--- src/rtl/branch_predictor_if.sv ---
// branch_predictor_if: lookup, update, flush and statistics signals of the branch predictor.
interface branch_predictor_if #(
  parameter int XLEN = 32
);
  logic            flush;
  logic            busy;
  logic            lk_valid;
  logic [XLEN-1:0] lk_pc;
  logic            pred_valid;
  logic            pred_taken;
  logic            upd_valid;
  logic [XLEN-1:0] upd_pc;
  logic            upd_taken;
  logic            upd_mispredict;
  logic [31:0]     stat_branches;
  logic [31:0]     stat_mispredicts;
  modport master (
    output flush, lk_valid, lk_pc, upd_valid, upd_pc, upd_taken, upd_mispredict,
    input  busy, pred_valid, pred_taken, stat_branches, stat_mispredicts
  );
  modport slave (
    input  flush, lk_valid, lk_pc, upd_valid, upd_pc, upd_taken, upd_mispredict,
    output busy, pred_valid, pred_taken, stat_branches, stat_mispredicts
  );
endinterface

--- src/rtl/branch_predictor.sv ---
// branch_predictor: saturating-counter direction predictor with init sweep and statistics.
// Define BP_GSHARE_EN to XOR a global history register into the table index.
module branch_predictor #(
  parameter int XLEN     = 32,
  parameter int ENTRIES  = 64,
  parameter int CTR_BITS = 2,
  parameter int GHR_BITS = 6
) (
  input logic               clk,
  input logic               rst_n,
  branch_predictor_if.slave bp
);
  localparam int IDX_BITS = $clog2(ENTRIES);
  localparam logic [CTR_BITS-1:0] WNT = CTR_BITS'((1 << (CTR_BITS - 1)) - 1);
  localparam logic [CTR_BITS-1:0] MAX = '1;
  localparam logic [IDX_BITS-1:0] LAST = IDX_BITS'(ENTRIES - 1);
  typedef enum logic {INIT, RUN} state_e;
  state_e              state_q;
  logic [IDX_BITS-1:0] ptr_q;
  logic [CTR_BITS-1:0] ctr_q [ENTRIES];
  logic [CTR_BITS-1:0] ctr_cur, ctr_d;
  logic [IDX_BITS-1:0] lk_idx, upd_idx, hist;
  logic [GHR_BITS-1:0] ghr;
  logic                pred_valid_q, pred_taken_q, accept;
  logic [31:0]         br_q, mp_q;
  logic                unused_ok;
`ifdef BP_GSHARE_EN
  logic [GHR_BITS-1:0] ghr_q;
  // Updates see the history before their own outcome is shifted in.
  always_ff @(posedge clk or negedge rst_n) begin
    if (!rst_n) ghr_q <= '0;
    else if (bp.flush) ghr_q <= '0;
    else if (accept) ghr_q <= GHR_BITS'({ghr_q, bp.upd_taken});
  end
  assign ghr = ghr_q;
`else
  assign ghr = '0;
`endif
  assign hist = IDX_BITS'(ghr);
  assign unused_ok = ^{bp.lk_pc[XLEN-1:IDX_BITS+2], bp.lk_pc[1:0], bp.upd_pc[XLEN-1:IDX_BITS+2], bp.upd_pc[1:0]};
  always_comb begin
    lk_idx  = bp.lk_pc[IDX_BITS+1:2] ^ hist;
    upd_idx = bp.upd_pc[IDX_BITS+1:2] ^ hist;
    ctr_cur = ctr_q[upd_idx];
    ctr_d   = bp.upd_taken ? (ctr_cur == MAX ? ctr_cur : ctr_cur + CTR_BITS'(1))
                           : (ctr_cur == '0 ? ctr_cur : ctr_cur - CTR_BITS'(1));
    accept  = state_q == RUN && bp.upd_valid && !bp.flush;
  end
  always_ff @(posedge clk or negedge rst_n) begin
    if (!rst_n) begin
      state_q      <= INIT;
      ptr_q        <= '0;
      pred_valid_q <= 1'b0;
      pred_taken_q <= 1'b0;
      br_q         <= '0;
      mp_q         <= '0;
    end else begin
      pred_valid_q <= bp.lk_valid;
      pred_taken_q <= bp.lk_valid && state_q == RUN && ctr_q[lk_idx][CTR_BITS-1];
      if (bp.flush) begin
        state_q <= INIT;
        ptr_q   <= '0;
      end else if (state_q == INIT) begin
        ptr_q <= ptr_q + IDX_BITS'(1);
        if (ptr_q == LAST) state_q <= RUN;
      end
      if (accept) begin
        br_q <= br_q + 32'(br_q != '1);
        if (bp.upd_mispredict) mp_q <= mp_q + 32'(mp_q != '1);
      end
    end
  end
  // Table has no reset: the INIT sweep rewrites every entry.
  always_ff @(posedge clk) begin
    if (state_q == INIT) ctr_q[ptr_q] <= WNT;
    else if (accept) ctr_q[upd_idx] <= ctr_d;
  end
  assign bp.busy             = state_q == INIT;
  assign bp.pred_valid       = pred_valid_q;
  assign bp.pred_taken       = pred_taken_q;
  assign bp.stat_branches    = br_q;
  assign bp.stat_mispredicts = mp_q;
endmodule

--- src/flat_wrapper.sv ---
// flat-port wrapper written by rule: the top's interface ports become plain ports
module branch_predictor_flat 
#(
  parameter int XLEN     = 32,
  parameter int ENTRIES  = 64,
  parameter int CTR_BITS = 2,
  parameter int GHR_BITS = 6
)
  (clk, rst_n, bp_flush, bp_lk_valid, bp_lk_pc, bp_upd_valid, bp_upd_pc, bp_upd_taken, bp_upd_mispredict, bp_busy, bp_pred_valid, bp_pred_taken, bp_stat_branches, bp_stat_mispredicts);
  branch_predictor_if #(.XLEN(XLEN)) bp_i ();
  input logic clk;
  input logic rst_n;
  input wire logic [$bits(bp_i.flush)-1:0] bp_flush;
  input wire logic [$bits(bp_i.lk_valid)-1:0] bp_lk_valid;
  input wire logic [$bits(bp_i.lk_pc)-1:0] bp_lk_pc;
  input wire logic [$bits(bp_i.upd_valid)-1:0] bp_upd_valid;
  input wire logic [$bits(bp_i.upd_pc)-1:0] bp_upd_pc;
  input wire logic [$bits(bp_i.upd_taken)-1:0] bp_upd_taken;
  input wire logic [$bits(bp_i.upd_mispredict)-1:0] bp_upd_mispredict;
  output wire logic [$bits(bp_i.busy)-1:0] bp_busy;
  output wire logic [$bits(bp_i.pred_valid)-1:0] bp_pred_valid;
  output wire logic [$bits(bp_i.pred_taken)-1:0] bp_pred_taken;
  output wire logic [$bits(bp_i.stat_branches)-1:0] bp_stat_branches;
  output wire logic [$bits(bp_i.stat_mispredicts)-1:0] bp_stat_mispredicts;
  assign bp_i.flush = bp_flush;
  assign bp_i.lk_valid = bp_lk_valid;
  assign bp_i.lk_pc = bp_lk_pc;
  assign bp_i.upd_valid = bp_upd_valid;
  assign bp_i.upd_pc = bp_upd_pc;
  assign bp_i.upd_taken = bp_upd_taken;
  assign bp_i.upd_mispredict = bp_upd_mispredict;
  assign bp_busy = bp_i.busy;
  assign bp_pred_valid = bp_i.pred_valid;
  assign bp_pred_taken = bp_i.pred_taken;
  assign bp_stat_branches = bp_i.stat_branches;
  assign bp_stat_mispredicts = bp_i.stat_mispredicts;
  branch_predictor #(.XLEN(XLEN), .ENTRIES(ENTRIES), .CTR_BITS(CTR_BITS), .GHR_BITS(GHR_BITS)) u_core (.clk(clk), .rst_n(rst_n), .bp(bp_i));
endmodule
--- config.mk ---
export PLATFORM = sky130hd
export DESIGN_NAME = branch_predictor_flat
export DESIGN_NICKNAME = d
export VERILOG_FILES = /design/src/rtl/branch_predictor_if.sv /design/src/rtl/branch_predictor.sv /design/src/flat_wrapper.sv
export SDC_FILE = /design/constraint.sdc
export NUM_CORES = 1
export LEC_CHECK = 0
export ABC_CLOCK_PERIOD_IN_PS = 4210
export CORE_MARGIN = 5
export CORE_UTILIZATION = 40
export CTS_CLUSTER_DIAMETER = 40
export CTS_CLUSTER_SIZE = 24
export DETAILED_ROUTE_END_ITERATION = 7
export DONT_BUFFER_PORTS = 1
export SYNTH_ARGS = -nofsm -noshare
export SYNTH_HDL_FRONTEND = slang
export SYNTH_SLANG_ARGS = --single-unit
--- constraint.sdc ---
create_clock -name clk -period 4.21 [get_ports clk]
set_input_delay 0.2105 -clock clk [delete_from_list [all_inputs] [get_ports clk]]
set_output_delay 0.2105 -clock clk [all_outputs]
set_load 0.01 [all_outputs]
==> results of run 1 <==
==> stage by stage <==
| step | area (sq um) | setup WS, ns | total power [W] |
|---|---|---|---|
| 2_1_floorplan | 9200 | 0.0500 | 0.00225 |
| 3_3_place_gp | 9490 | 1.23 | 0.00225 |
| 3_5_place_dp | 9490 | 1.13 | 0.00225 |
| 4_1_cts | 10500 | 1.13 | 0.00465 |
| 5_1_grt | 10500 | 0.889 | 0.00474 |
| 6_report | 10500 | 1.17 | 0.00460 |
==> layer usage <==
| layer | part of all wire | routed length [um] | track usage |
|---|---|---|---|
| met3 | 0.084 | 1730 | 0.0452 |
| met1 | 0.40 | 8230 | 0.198 |
| met2 | 0.50 | 10300 | 0.267 |
| met4 | 0.017 | 343 | 0.0442 |
| met5 | 0 | 0 | 0 |
==> tightest hold or removal path, stage by stage <==
cell,delay [ns]
nand3_1,0.08
nor2_1,0.09
nand2_1,0.09
xnor2_1,0.06
==> cells by family (layout without fill, tap and decap cells) <==
logic type               count (synthesis)  in the layout  share of synthesized area
flip-flops                             201            201                      0.616
buffers and inverters                   35             69                     0.0166
AND/OR/NAND/NOR                        258            258                      0.130
adder cells (fa/ha/maj)                  8              8                     0.0106
multiplexers                            58             58                      0.135
AO/OA/AOI/OAI                           42             42                     0.0305
XOR/XNOR                                64             64                     0.0609
==> registers in the layout, indices dropped and copies added, names as in the netlist <==
name,cells
u_core.state_q,1
u_core.bp.pred_valid,1
u_core.bp.stat_mispredicts,32
u_core.bp.stat_branches,32
u_core.bp.pred_taken,1
u_core.ctr_q,128
u_core.ptr_q,6
==> cell usage in the layout (no fill, tap or decap), types with 4 or more instances in the layout <==
cell	count
edfxtp_1	128
nor2_1	99
dfrtp_1	73
nand2_1	58
mux4_2	53
xnor2_1	39
nand3_1	32
clkbuf_16	29
xor2_1	25
nand4_1	15
a22oi_1	15
and3_1	10
clkinvlp_4	10
inv_1	8
nor2b_1	7
a21oi_1	7
ha_1	7
or3_1	6
o21ai_0	6
inv_6	6
nand2b_1	5
nor3_1	5
or4_1	4
nor4_1	4
nand3b_1	4
dlygate4sd3_1	4
==> report_power, final <==
| part | switching (W) | internal, W |
|---|---|---|
| combinational | 0.0000723 | 0.0000600 |
| clock | 0.000906 | 0.00146 |
| sequential | 0.0000101 | 0.00209 |
| total | 0.000989 | 0.00361 |
==> what timing repair did <==
action	in CTS	in global routing
hold buffers	5	0
endpoints found under the hold margin	86	0
setup endpoints to repair	0	0
==> worst max path at each step <==
stage,end,slack [ns],depth (start not counted)
after floorplan,u_core.ctr_q[0][0],0.05,8
after global placement,u_core.bp.stat_branches[29],1.23,9
after detailed placement,u_core.bp.stat_branches[29],1.13,9
after CTS,u_core.bp.stat_branches[29],1.13,9
after global routing,u_core.bp.stat_branches[17],0.89,6
final,u_core.bp.stat_branches[29],1.17,9
==> cell type report <==
class                      instances  area, sq um
fill                            1935        12100
timing repair buffer               8          103
clock inverter                    24          244
sequential                       201         5670
multi-input combinational        430         3400
clock buffer                      29          726
inverter                           8         30.0
tap                              285          357
==> reports/results.tsv, run 1 <==
stage	metric	value	unit
outcome	outcome	completed	
die	row count	55	
finish	layout cells sized above 1	0.163	
sta	worst slew pin tran	0.949	ns
synthesis	post-synth top area cell	edfxtp_1	
drt	routed vias/inst	5.62	
drt	Detailed Routing Iterations Pass 1	4	
global_route	wire length of the first global-routing pass	32400	um
drt	Final ANT Viol Nets	0	
clock_tree	total clock sinks	201	
setup_path	r2r setup slk	1.17	ns
clock_tree	Post-CTS Setup Bufs	0	
finish	Final nets	756	
setup_path	Crit Path Class	flip-flop to flip-flop	
clock_tree	CTS resizes	0	
synthesis	share of the synthesized area in the top cell type	0.418	
die	Starting Density	0.406	
sta	Final period util	0.721	
clock_tree	CTS tree	done	
clock_tree	CTS Buf Count	29	
global_route	vias in the first global route	5746	
hold_path	hold crit path type	primary input to flip-flop	
sta	Fin. Hold Viols	0	
die	die height	162	um
synthesis	yosys warns	0	
setup_path	Top delay family on crit path	simple AND/OR/NAND/NOR gates	
global_route	largest net degree at the start of global routing	74	
synthesis	register area share after synthesis	0.616	
drt	routed length per instance	20.9	um
synthesis	synth unique cells	44	
clock_tree	H-tree depth	1	
job	max cap viols	0	
drt	DRT iter0 DRCs	531	
clock_tree	root buf cell	clkbuf_16	
synthesis	Avg Cell Area, Syn	13.8	sq um
setup_path	r2r endpoint	u_core.bp.stat_branches[29]	
placed_design	dpl hpwl	14000	um
setup_path	slowest stage cell, crit path	or4_1	
setup_path	crit path from	u_core.bp.stat_branches[3]	
die	IO Pins	138	
synthesis	Most used DFF post-synth	edfxtp_1	
synthesis	EDFF count, synth	128	
synthesis	Netlist Area Pre-Place	9200	sq um
synthesis	synthesized instance count	666	
placed_design	IO Port Bufs	0	
setup_path	max incr delay on CP	0.53	ns
sta	Hold WS	0.0478	ns
sta	setup violators final	0	
sta	unrepaired setup endpoints after global routing	false	
clock_tree	Reg clk slew, reported paths	0.06	ns
die	die width	162	um
sta	maximum clock frequency	0.329	GHz
synthesis	FF+latch count, synth	201	
setup_path	Crit path required time	4.66	ns
drt	DRC viols	0	
placed_design	Cells after DPL	927	
drt	DRT Wirelength	20600	um
pwr	cell leakage power	3.98	nW
setup_path	Bufs and invs on worst path	0	
clock_tree	Worst-Skew Late Latency	0.53	ns
sta	Final Skew	0.0159	ns
setup_path	CP max FO	7	
setup_path	critical path arrival	3.48	ns
drt	DR vias	5538	
setup_path	CP Cell Sequence	nand4_1 -> or4_1 -> or4_1 -> ha_1 -> nand4_1 -> or3_1 -> nor2_1 -> nand3_1 -> xnor2_1	
clock_tree	Max clock buf depth	3	
synthesis	Post-synth top cells	128 x edfxtp_1, 100 x nor2_1, 73 x dfrtp_1	
hold_path	Min-Delay Startpoint	bp_upd_mispredict	
synthesis	top-count cell post-synth	edfxtp_1	
die	DIE AREA	26100	sq um
setup_path	R2R Path Start	u_core.bp.stat_branches[3]	
placed_design	placer congestion estimate	0.826	
finish	Diodes inserted	0	
pwr	pwr dens	437	nW/um^2
setup_path	reg2reg path depth	9	
global_route	Tot GR Track Use	0.157	
finish	final core utilization	0.465	
synthesis	Synthesized Nets	744	
synthesis	Post-synth ARST share	0.363	
finish	Layout area overhead	14.4	%
setup_path	Worst setup SP type	flip-flop	
sta	fin. max-slew vios	0	
pwr	maximum VDD drop	0.000221	V
hold_path	WHS Path Cells	4	
global_route	antenna violations before repair	0	
synthesis	top post-synthesis cells by area	edfxtp_1 42%, dfrtp_1 20%, mux4_2 13%, nor2_1 4.1%, xnor2_1 3.7%	
sta	TNS Setup	0	ns
die	core region area	22600	sq um
sta	fin crit period	3.04	ns
setup_path	Crit. End Element	flip-flop	
finish	Final Non-Filler Cells	985	
global_route	GR Overflow Total	0	
sta	slew margin rel.	0.366	
hold_path	Worst Hold Path EP	u_core.bp.stat_mispredicts[4]	
(Power assumes the default switching activity.)
==> run 2, diff against run 1 <==
--- a/config.mk
+++ b/config.mk
@@ -5,7 +5,8 @@
 export SDC_FILE = /design/constraint.sdc
 export NUM_CORES = 1
 export LEC_CHECK = 0
-export ABC_CLOCK_PERIOD_IN_PS = 4210
+export ABC_AREA = 1
+export ABC_CLOCK_PERIOD_IN_PS = 2870
 export CORE_MARGIN = 5
 export CORE_UTILIZATION = 40
 export CTS_CLUSTER_DIAMETER = 40
==> constraint.sdc (replaced) <==
create_clock -name clk -period 2.87 [get_ports clk]
set_input_delay 0.1435 -clock clk [delete_from_list [all_inputs] [get_ports clk]]
set_output_delay 0.1435 -clock clk [all_outputs]
set_load 0.01 [all_outputs]
==> reports/results.tsv, run 2 <==
stage	metric	value	unit
setup_path	critical path arrival	2.73	ns
finish	most frequent cells in the layout	286 x nand2_1, 148 x nand3_1, 129 x nor2_1	
setup_path	Crit path required time	2.99	ns
die	Starting Density	0.404	
clock_tree	total clock sinks	201	
global_route	largest net degree at the start of global routing	74	
setup_path	max incr delay on CP	0.57	ns
global_route	vias in the first global route	7504	
finish	FF/Latch Area	5670	sq um
clock_tree	Worst-Skew Late Latency	0.51	ns
drt	DRT iter0 DRCs	669	
setup_path	R2R Path Start	u_core.state_q	
sta	Hold WS	0.198	ns
synthesis	synthesized instance count	1053	
synthesis	Most used DFF post-synth	edfxtp_1	
setup_path	Bufs and invs on worst path	1	
drt	DRC viols	0	
finish	layout cells sized above 1	0.108	
finish	Reg with most FFs	u_core.ctr_q	
synthesis	Netlist Area Pre-Place	9760	sq um
die	DIE AREA	27600	sq um
synthesis	EDFF count, synth	128	
pwr	pwr dens	648	nW/um^2
finish	Largest register FFs	128	
clock_tree	CTS resizes	0	
finish	Final nets	1169	
drt	routed length per instance	18.0	um
setup_path	r2r setup slk	0.27	ns
sta	worst slew pin tran	1.19	ns
sta	maximum clock frequency	0.384	GHz
outcome	outcome	completed	
clock_tree	Post-CTS Setup Bufs	0	
clock_tree	root buf cell	clkbuf_16	
placed_design	Cells after DPL	1368	
placed_design	placer congestion estimate	0.838	
placed_design	IO Port Bufs	0	
clock_tree	Max clock buf depth	3	
die	IO Pins	138	
job	max cap viols	0	
clock_tree	Reg clk slew, reported paths	0.05	ns
finish	commonest non-fill, non-tap cell in the layout	nand2_1	
finish	fillers	2230	
synthesis	FF+latch count, synth	201	
synthesis	register area share after synthesis	0.581	
setup_path	r2r endpoint	u_core.ctr_q[42][0]	
sta	fin crit period	2.60	ns
finish	Layout area overhead	18.2	%
drt	Detailed Routing Iterations Pass 1	5	
finish	Diodes inserted	0	
synthesis	share of the synthesized area in the top cell type	0.394	
setup_path	Crit. End Element	flip-flop	
sta	Fin. Hold Viols	0	
die	die width	166	um
synthesis	post-synth top area cell	edfxtp_1	
clock_tree	H-tree depth	2	
finish	Final Non-Filler Cells	1440	
sta	unrepaired setup endpoints after global routing	false	
clock_tree	CTS tree	done	
drt	DR vias	7624	
global_route	GR Layer Usage met2	0.306	
global_route	Tot GR Track Use	0.183	
sta	Final period util	0.907	
setup_path	Worst setup SP type	flip-flop	
synthesis	Avg Cell Area, Syn	9.27	sq um
pwr	maximum VDD drop	0.000455	V
synthesis	Post-synth ARST share	0.363	
global_route	GR Overflow Total	0	
sta	Final Skew	0.0227	ns
synthesis	Synthesized Nets	1131	
sta	fin. max-slew vios	0	
clock_tree	cts hold-fix bufs	10	
sta	setup violators final	0	
synthesis	Post-synth top cells	287 x nand2_1, 148 x nand3_1, 130 x nor2_1	
pwr	Tot Pwr	0.00748	W
global_route	met1 Use GR	0.229	
pwr	cell leakage power	4.84	nW
global_route	wire length of the first global-routing pass	40500	um
setup_path	CP Cell Sequence	nand2_2 -> nor2_4 -> inv_1 -> nand2_1 -> nand3_2 -> nor4_1	
drt	Final ANT Viol Nets	0	
setup_path	reg2reg path depth	6	
synthesis	yosys warns	0	
global_route	GR Util met3	0.0462	
drt	DRT Wirelength	25900	um
sta	TNS Setup	0	ns
drt	routed vias/inst	5.29	
setup_path	Top delay family on crit path	simple AND/OR/NAND/NOR gates	
synthesis	synth unique cells	35	
sta	slew margin rel.	0.206	
finish	area of the multi-input gates	3730	sq um
hold_path	hold crit path type	primary input to async pin	
setup_path	CP max FO	19	
synthesis	top post-synthesis cells by area	edfxtp_1 39%, dfrtp_1 19%, nand2_1 11%, nand3_1 7.6%, nor2_1 5.0%	
die	core region area	24200	sq um
setup_path	slowest stage cell, crit path	nor4_1	
global_route	Most Used Layer, Global Route	met2	
global_route	antenna violations before repair	0	
die	row count	57	
placed_design	dpl hpwl	16600	um
setup_path	Crit Path Class	flip-flop to flip-flop	
clock_tree	CTS Buf Count	35	
synthesis	top-count cell post-synth	nand2_1	
die	die height	166	um
[run 2: cell families after synthesis]
kind of cell | synth area share
buffers and inverters | 0.0384
XOR/XNOR | 0.0520
adder cells (fa/ha/maj) | 0.00897
flip-flops | 0.581
AND/OR/NAND/NOR | 0.284
AO/OA/AOI/OAI | 0.0354
[run 2: how the worst max path moves through the flow]
stage / from / end / cells past startpoint
6_report: u_core.state_q / u_core.ctr_q[42][0] / 6
3_5_place_dp: u_core.state_q / u_core.ctr_q[27][0] / 7
3_3_place_gp: u_core.state_q / u_core.ctr_q[27][0] / 7
4_1_cts: u_core.state_q / u_core.ctr_q[27][1] / 7
2_1_floorplan: bp_upd_pc[2] / u_core.ctr_q[0][1] / 13
5_1_grt: u_core.bp.stat_mispredicts[25] / u_core.bp.stat_mispredicts[27] / 17
[run 2: stage by stage]
step	cell area, sq um	util	setup WS [ns]
finish	11500	0.477	0.266
floorplan	9770	-	0.283
global route	11500	0.477	0.0220
CTS	11500	0.477	0.203
detailed placement	10200	0.424	0.220
global placement	10200	0.424	0.265
[run 2: cell type report]
class / count / area share
repair buffers: 39 / 0.0301
inverters: 57 / 0.0186
clock inverters: 24 / 0.0222
multi-input cells: 757 / 0.323
clock buffers: 38 / 0.0796
flip-flops and latches: 201 / 0.491
well taps: 324 / 0.0351
[run 2: metal layers]
layer / routed length (um) / part of all wire
met5: 0 / 0
met2: 12600 / 0.49
met1: 10700 / 0.41
met3: 2040 / 0.079
met4: 594 / 0.023
[run 2: power by group]
| part | switching [W] | total (W) | internal, W |
|---|---|---|---|
| logic | 0.000209 | 0.000308 | 0.0000995 |
| clock network | 0.00141 | 0.00409 | 0.00268 |
| registers | 0.00000687 | 0.00308 | 0.00307 |
